File: config.mk
export PLATFORM = sky130hd
export DESIGN_NAME = cobs_stream_encoder_flat
export DESIGN_NICKNAME = d
export VERILOG_FILES = /design/src/rtl/cobs_stream_encoder_if.sv /design/src/rtl/cobs_stream_encoder.sv /design/src/flat_wrapper.sv
export SDC_FILE = /design/constraint.sdc
export NUM_CORES = 2
export LEC_CHECK = 0
export ABC_AREA = 1
export CAP_MARGIN = 0
export CORE_MARGIN = 4
export CORE_UTILIZATION = 35
export DETAILED_ROUTE_END_ITERATION = 8
export GPL_ROUTABILITY_DRIVEN = 1
export PLACE_DENSITY = 0.48
export SYNTH_ARGS = -nofsm -noshare
export SYNTH_HDL_FRONTEND = slang
export SYNTH_SLANG_ARGS = --single-unit
File: constraint.sdc
create_clock -name clk -period 3.5 [get_ports clk]
set_input_delay 0.7 -clock clk [delete_from_list [all_inputs] [get_ports clk]]
set_output_delay 0.7 -clock clk [all_outputs]
set_load 0.01 [all_outputs]
File: src/rtl/cobs_stream_encoder_if.sv
// ---------------------------------------------------------------------------
// cobs_stream_encoder_if
//   Byte-wide AXI-Stream bundle used on both sides of the COBS framer.
//   tdata  : 8-bit payload byte
//   tvalid : source has a byte
//   tready : sink accepts the byte
//   tlast  : byte ends the frame
//   master : drives tdata/tvalid/tlast, samples tready
//   slave  : samples tdata/tvalid/tlast, drives tready
// ---------------------------------------------------------------------------
interface cobs_stream_encoder_if;
    logic [7:0] tdata;
    logic       tvalid;
    logic       tready;
    logic       tlast;

    modport master (output tdata, output tvalid, output tlast, input tready);
    modport slave  (input tdata, input tvalid, input tlast, output tready);
endinterface

File: src/rtl/cobs_stream_encoder.sv
// ---------------------------------------------------------------------------
// cobs_stream_encoder
//   Encodes each tlast-delimited byte frame into COBS form, optionally followed
//   by a 0x00 delimiter. One block buffer; input stalls while a block drains.
// Ports
//   clk            : rising-edge clock
//   rst_n          : asynchronous active-low reset
//   s_axis         : raw frame bytes in (slave)
//   m_axis         : encoded bytes out (master), tlast on final byte of frame
//   busy           : first byte of a frame accepted, final byte not yet sent
//   frames_encoded : completed output frames, wraps
// ---------------------------------------------------------------------------
module cobs_stream_encoder #(
    parameter int MAX_RUN        = 254,
    parameter int EMIT_DELIMITER = 1,
    parameter int CNT_WIDTH      = 16
) (
    input  logic                     clk,
    input  logic                     rst_n,
    cobs_stream_encoder_if.slave     s_axis,
    cobs_stream_encoder_if.master    m_axis,
    output logic                     busy,
    output logic [CNT_WIDTH-1:0]     frames_encoded
);

    localparam int CW    = $clog2(MAX_RUN + 1);
    localparam bit DELIM = (EMIT_DELIMITER != 0);

    typedef enum logic [1:0] {FILL, EMIT_CODE, EMIT_DATA, EMIT_DELIM} state_t;

    state_t               r_state;
    logic [7:0]           r_buf [MAX_RUN];
    logic [CW-1:0]        r_cnt;
    logic [CW-1:0]        r_rd;
    logic                 r_fe;
    logic                 r_tail;
    logic                 r_s_ready;
    logic                 r_m_tvalid;
    logic [7:0]           r_m_tdata;
    logic                 r_m_tlast;
    logic                 r_busy;
    logic [CNT_WIDTH-1:0] r_frames;

    logic                 w_s_hs;
    logic                 w_m_hs;
    logic                 w_zero;
    logic                 w_full;
    logic                 w_close;
    logic                 w_tail;
    logic                 w_blk_done;
    logic [CW-1:0]        w_n;
    logic [CW-1:0]        w_stored;
    logic [7:0]           w_code;

    assign s_axis.tready  = r_s_ready;
    assign m_axis.tvalid  = r_m_tvalid;
    assign m_axis.tdata   = r_m_tdata;
    assign m_axis.tlast   = r_m_tlast;
    assign busy           = r_busy;
    assign frames_encoded = r_frames;

    always_comb begin
        w_s_hs     = s_axis.tvalid && r_s_ready;
        w_m_hs     = r_m_tvalid && m_axis.tready;
        w_zero     = (s_axis.tdata == 8'h00);
        w_n        = r_cnt + CW'(1);
        w_full     = !w_zero && (w_n == CW'(MAX_RUN));
        w_close    = w_zero || w_full || s_axis.tlast;
        // a zero byte is implied by the code, never stored
        w_stored   = w_zero ? r_cnt : w_n;
        w_code     = 8'(w_stored) + 8'd1;
        // frame ended right after a block boundary: an empty 0x01 block follows
        w_tail     = s_axis.tlast && (w_zero || w_full);
        w_blk_done = (r_rd == r_cnt);
    end

    // Block buffer: data only, no reset needed
    always_ff @(posedge clk) begin
        if (r_state == FILL && w_s_hs && !w_zero)
            r_buf[r_cnt] <= s_axis.tdata;
    end

    always_ff @(posedge clk or negedge rst_n) begin
        if (!rst_n) begin
            r_state    <= FILL;
            r_cnt      <= '0;
            r_rd       <= '0;
            r_fe       <= 1'b0;
            r_tail     <= 1'b0;
            r_s_ready  <= 1'b0;
            r_m_tvalid <= 1'b0;
            r_m_tdata  <= 8'h00;
            r_m_tlast  <= 1'b0;
            r_busy     <= 1'b0;
            r_frames   <= '0;
        end else if (w_m_hs && r_m_tlast) begin
            // final byte of the encoded frame accepted
            r_state    <= FILL;
            r_m_tvalid <= 1'b0;
            r_m_tlast  <= 1'b0;
            r_s_ready  <= 1'b1;
            r_cnt      <= '0;
            r_rd       <= '0;
            r_fe       <= 1'b0;
            r_tail     <= 1'b0;
            r_busy     <= 1'b0;
            r_frames   <= r_frames + CNT_WIDTH'(1);
        end else begin
            case (r_state)
                FILL: begin
                    r_s_ready <= 1'b1;
                    if (w_s_hs) begin
                        r_busy <= 1'b1;
                        if (w_close) begin
                            r_s_ready  <= 1'b0;
                            r_state    <= EMIT_CODE;
                            r_cnt      <= w_stored;
                            r_rd       <= '0;
                            r_fe       <= s_axis.tlast;
                            r_tail     <= w_tail;
                            r_m_tvalid <= 1'b1;
                            r_m_tdata  <= w_code;
                            r_m_tlast  <= !DELIM && s_axis.tlast && !w_tail &&
                                          (w_stored == CW'(0));
                        end else begin
                            r_cnt <= w_n;
                        end
                    end
                end
                EMIT_CODE, EMIT_DATA: begin
                    if (w_m_hs) begin
                        if (!w_blk_done) begin
                            r_state   <= EMIT_DATA;
                            r_m_tdata <= r_buf[r_rd];
                            r_rd      <= r_rd + CW'(1);
                            r_m_tlast <= !DELIM && r_fe && !r_tail &&
                                         ((r_rd + CW'(1)) == r_cnt);
                        end else if (r_tail) begin
                            // reuse EMIT_CODE with an empty block for the 0x01 tail
                            r_tail    <= 1'b0;
                            r_cnt     <= '0;
                            r_rd      <= '0;
                            r_state   <= EMIT_CODE;
                            r_m_tdata <= 8'h01;
                            r_m_tlast <= !DELIM;
                        end else if (r_fe) begin
                            r_state   <= EMIT_DELIM;
                            r_m_tdata <= 8'h00;
                            r_m_tlast <= 1'b1;
                        end else begin
                            r_state    <= FILL;
                            r_m_tvalid <= 1'b0;
                            r_s_ready  <= 1'b1;
                            r_cnt      <= '0;
                            r_rd       <= '0;
                        end
                    end
                end
                default: ;  // EMIT_DELIM only leaves through the final-byte branch
            endcase
        end
    end

endmodule

File: src/flat_wrapper.sv
// flat-port wrapper written by rule: the top's interface ports become plain ports
module cobs_stream_encoder_flat 
#(
    parameter int MAX_RUN        = 254,
    parameter int EMIT_DELIMITER = 1,
    parameter int CNT_WIDTH      = 16
)
  (clk, rst_n, busy, frames_encoded, s_axis_tdata, s_axis_tvalid, s_axis_tlast, s_axis_tready, m_axis_tdata, m_axis_tvalid, m_axis_tlast, m_axis_tready);
  cobs_stream_encoder_if s_axis_i ();
  cobs_stream_encoder_if m_axis_i ();
  input  logic clk;
  input  logic rst_n;
  output logic busy;
  output logic [CNT_WIDTH-1:0] frames_encoded;
  input wire logic [$bits(s_axis_i.tdata)-1:0] s_axis_tdata;
  input wire logic [$bits(s_axis_i.tvalid)-1:0] s_axis_tvalid;
  input wire logic [$bits(s_axis_i.tlast)-1:0] s_axis_tlast;
  output wire logic [$bits(s_axis_i.tready)-1:0] s_axis_tready;
  output wire logic [$bits(m_axis_i.tdata)-1:0] m_axis_tdata;
  output wire logic [$bits(m_axis_i.tvalid)-1:0] m_axis_tvalid;
  output wire logic [$bits(m_axis_i.tlast)-1:0] m_axis_tlast;
  input wire logic [$bits(m_axis_i.tready)-1:0] m_axis_tready;
  assign s_axis_i.tdata = s_axis_tdata;
  assign s_axis_i.tvalid = s_axis_tvalid;
  assign s_axis_i.tlast = s_axis_tlast;
  assign s_axis_tready = s_axis_i.tready;
  assign m_axis_tdata = m_axis_i.tdata;
  assign m_axis_tvalid = m_axis_i.tvalid;
  assign m_axis_tlast = m_axis_i.tlast;
  assign m_axis_i.tready = m_axis_tready;
  cobs_stream_encoder #(.MAX_RUN(MAX_RUN), .EMIT_DELIMITER(EMIT_DELIMITER), .CNT_WIDTH(CNT_WIDTH)) u_core (.clk(clk), .rst_n(rst_n), .s_axis(s_axis_i), .m_axis(m_axis_i), .busy(busy), .frames_encoded(frames_encoded));
endmodule
==> flow_metrics.env <==
export IMPL_status="finished, final reports clean"
export IMPL_hpwlAfterDp_mm=166
export IMPL_path_clk_slew_ns=0.06
export IMPL_cell_internal_pwr_uw=42700
export IMPL_synth_edff_count=2032
export IMPL_power_share_switching_pct=28.2
export IMPL_final_max_slew_violation_count=0
export IMPL_io_buffers=40
export IMPL_skew_ns=0.0398
export IMPL_wl_per_cell_um=24.7
export IMPL_ctsHoldBuffers=1
export IMPL_num_rows=182
export IMPL_crit_fanout=100
export IMPL_timing_setup_tns_ns=0
export IMPL_dpl_cell_area_mm2=0.0932
export IMPL_cts_tree="done"
export IMPL_final_cell_area_mm2=0.0998
export IMPL_die_h_um=505
export IMPL_min_period_ns=3.20
export IMPL_cts_resized=0
export IMPL_clock_latency_ns=0.89
export IMPL_fin_nets=7802
export IMPL_postCtsSetupBuffers=0
export IMPL_io_pins=41
export IMPL_slew_headroom_pct=33.0
export IMPL_syn_nets=7489
export IMPL_switching_power_uw=16800
export IMPL_place_inst=10784
export IMPL_dieWidth_um=505
export IMPL_synth_seq_cells=2080
export IMPL_vdd_drop_max_mv=0.624
export IMPL_timing_final_crit_share_pct=91.4
export IMPL_drive_above_1_share_pct=11.0
export IMPL_die_area_mm2=0.255
export IMPL_power_density_mw_per_mm2=595
export IMPL_rsz0062_at_grt="false"
export IMPL_hold_viol=0
export IMPL_drtIter0Drc=5933
export IMPL_cp_required_ns=4.31
export IMPL_n_fill_cell=23352
export IMPL_cts_buffers=211
export IMPL_totalWireLength_mm=276
export IMPL_maxCapViolCount=0
export IMPL_synthCells=7465
export IMPL_synth_cell_type_count=43
export IMPL_synthArstFlopShare_pct=2.31
export IMPL_setup_viol=0
export IMPL_htreeDepth=4
export IMPL_pre_cts_ws_ns=0.232
export IMPL_grt_pass1_vias=57021
export IMPL_clock_sinks=2080
export IMPL_grt_use_total_pct=21.1
export IMPL_ant_nets=0
export IMPL_cp_start_kind="flip-flop"
export IMPL_layout_cells_non_filler=11178
export IMPL_fin_hold_ws_ns=0.0808
export IMPL_overflow=0
export IMPL_endpoint_kind="flip-flop"
export IMPL_cts_root_buf="clkbuf_16"
export IMPL_first_pass_iters=6
export IMPL_gp_congestion=0.874
export IMPL_layout_commonest_cell="edfxtp_1"
export IMPL_num_vias=57902
export IMPL_start_util_pct=35.1
export IMPL_max_freq_mhz=313
export IMPL_grt_max_degree=138
export IMPL_core_area_mm2=0.246
export IMPL_ys_warnings_count=0
export IMPL_grt_pass1_wl_mm=398
export IMPL_total_leakage_power_uw=0.0350
export IMPL_worst_slew_pin_slew_ns=1.00
export IMPL_synthFlopType="edfxtp_1"
export IMPL_criticalPathCategory="flip-flop to flip-flop"
export IMPL_hp_class="primary input to flip-flop"
export IMPL_avgSynthCellArea_um2=11.6
export IMPL_ctsLongestPathBuffers=3
export IMPL_drcViolationCount=0
export IMPL_clkPwrFrac_pct=36.9
export IMPL_yosysSeqAreaShare_pct=72.1
export IMPL_p_comb_share_pct=16.4
export IMPL_syn_area_mm2=0.0863
export IMPL_p_seq_share_pct=46.7
export IMPL_avgViaCountPerCell=5.18
export IMPL_antenna_found_initial=9
export IMPL_layout_common_cells="2032 x edfxtp_1, 1727 x nor2_1, 1188 x nand2_1, 849 x o21ai_0, 452 x buf_4"
export IMPL_cp_arrival_ns=4.01
export IMPL_worst_slack_ns=0.301
export IMPL_syn_to_final_growth_pct=15.7
-- Yosys cell counts, types with 4 or more instances --
master	instances	area, um2
buf_1	21	78.8
buf_6	43	484
buf_4	56	420
nor2_1	1728	6490
clkbuf_1	145	544
o21ai_0	849	4250
inv_2	8	30.0
edfxtp_1	2032	61000
o211ai_1	179	1340
nor3_1	6	30.0
nand4_1	24	150
o21ai_1	126	631
a21oi_1	91	455
xor2_1	18	158
dfrtp_1	48	1200
nand3_1	370	1850
nand2_1	1196	4490
inv_1	221	830
or2_2	8	50.1
o22ai_1	47	294
buf_2	199	996
nand3_2	4	40.0
ha_1	11	138
xnor2_1	10	87.6
-- metal layers --
metal	GRT usage (%)	part of all wire (%)	wire length [um]
met3	2.95	5.9	16400
met1	29.0	44	120000
met2	34.6	47	131000
met4	6.70	3.0	8350
met5	0	0.0040	11
-- path summary, 6_finish.rpt --
check / startpoint / endpoint / slack [ns] / cells after the start
max in group asynchronous: rst_n / u_core.frames_encoded[11] / 2.36 / 3
min: s_axis_tdata[5] / u_core.r_buf[63][5] / 0.08 / 1
max reg2reg: u_core.r_rd[0] / u_core.m_axis.tdata[3] / 0.30 / 14
max: u_core.r_rd[0] / u_core.m_axis.tdata[3] / 0.30 / 14
min reg2reg: u_core.frames_encoded[15] / u_core.frames_encoded[15] / 0.48 / 1
min in group asynchronous: rst_n / u_core.m_axis.tdata[3] / 0.43 / 2
-- cell families after synthesis --
| family | after synthesis | share of synthesized area [%] |
|---|---|---|
| buffers and inverters | 697 | 3.98 |
| flip-flops | 2080 | 72.1 |
| AND/OR/NAND/NOR | 3350 | 15.3 |
| AO/OA/AOI/OAI | 1299 | 8.14 |
| adder cells (fa/ha/maj) | 11 | 0.159 |
| XOR/XNOR | 28 | 0.284 |
-- critical path: stages (launching register included) --
cell and delay [ns]:
dfrtp_4 0.59, inv_8 0.30, buf_12 0.40, o21ai_0 0.21
nand2_1 0.16, nand2_1 0.08, a21oi_1 0.24, nor2_1 0.13
nand2_1 0.18, inv_1 0.06, nand2_1 0.11, nand3_1 0.26
nand2_1 0.15, nand2_1 0.05, a21oi_1 0.13
-- power groups by stage --
stage | combinational, uW | clock (uW) | sequential [uW]
2_1_floorplan | 6040 | 0 | 28100
3_3_place_gp | 9830 | 0 | 28200
3_5_place_dp | 9790 | 0 | 28200
4_1_cts | 9820 | 22400 | 27700
5_1_grt | 10800 | 23400 | 27700
6_report | 9760 | 22000 | 27700
-- registers in the layout, summed over array words and instances, names as in the netlist, 2 cells and up --
register,flops
u_core.frames_encoded,16
u_core.m_axis.tdata,8
u_core.r_buf,2032
u_core.r_cnt,8
u_core.r_rd,8
u_core.r_state,2
-- stage by stage --
step,total power [uW],util (%)
CTS,59900,40.6
detailed placement,38000,37.9
finish,59500,40.6
global placement,38100,37.9
global route,61900,40.6
floorplan,34200,-
-- area by class of cell --
cell class              count  area (um2)  share of cell area (%)
repair buffers            568        5340                    5.35
inverters                 229         885                   0.886
multi-input cells        4688       20700                    20.8
clock buffers             268        5600                    5.61
clock inverters           122        1030                    1.03
well taps                3220        4030                    4.04
diodes                      3        7.51                 0.00752
flip-flops and latches   2080       62200                    62.3
(Power assumes the default switching activity.)
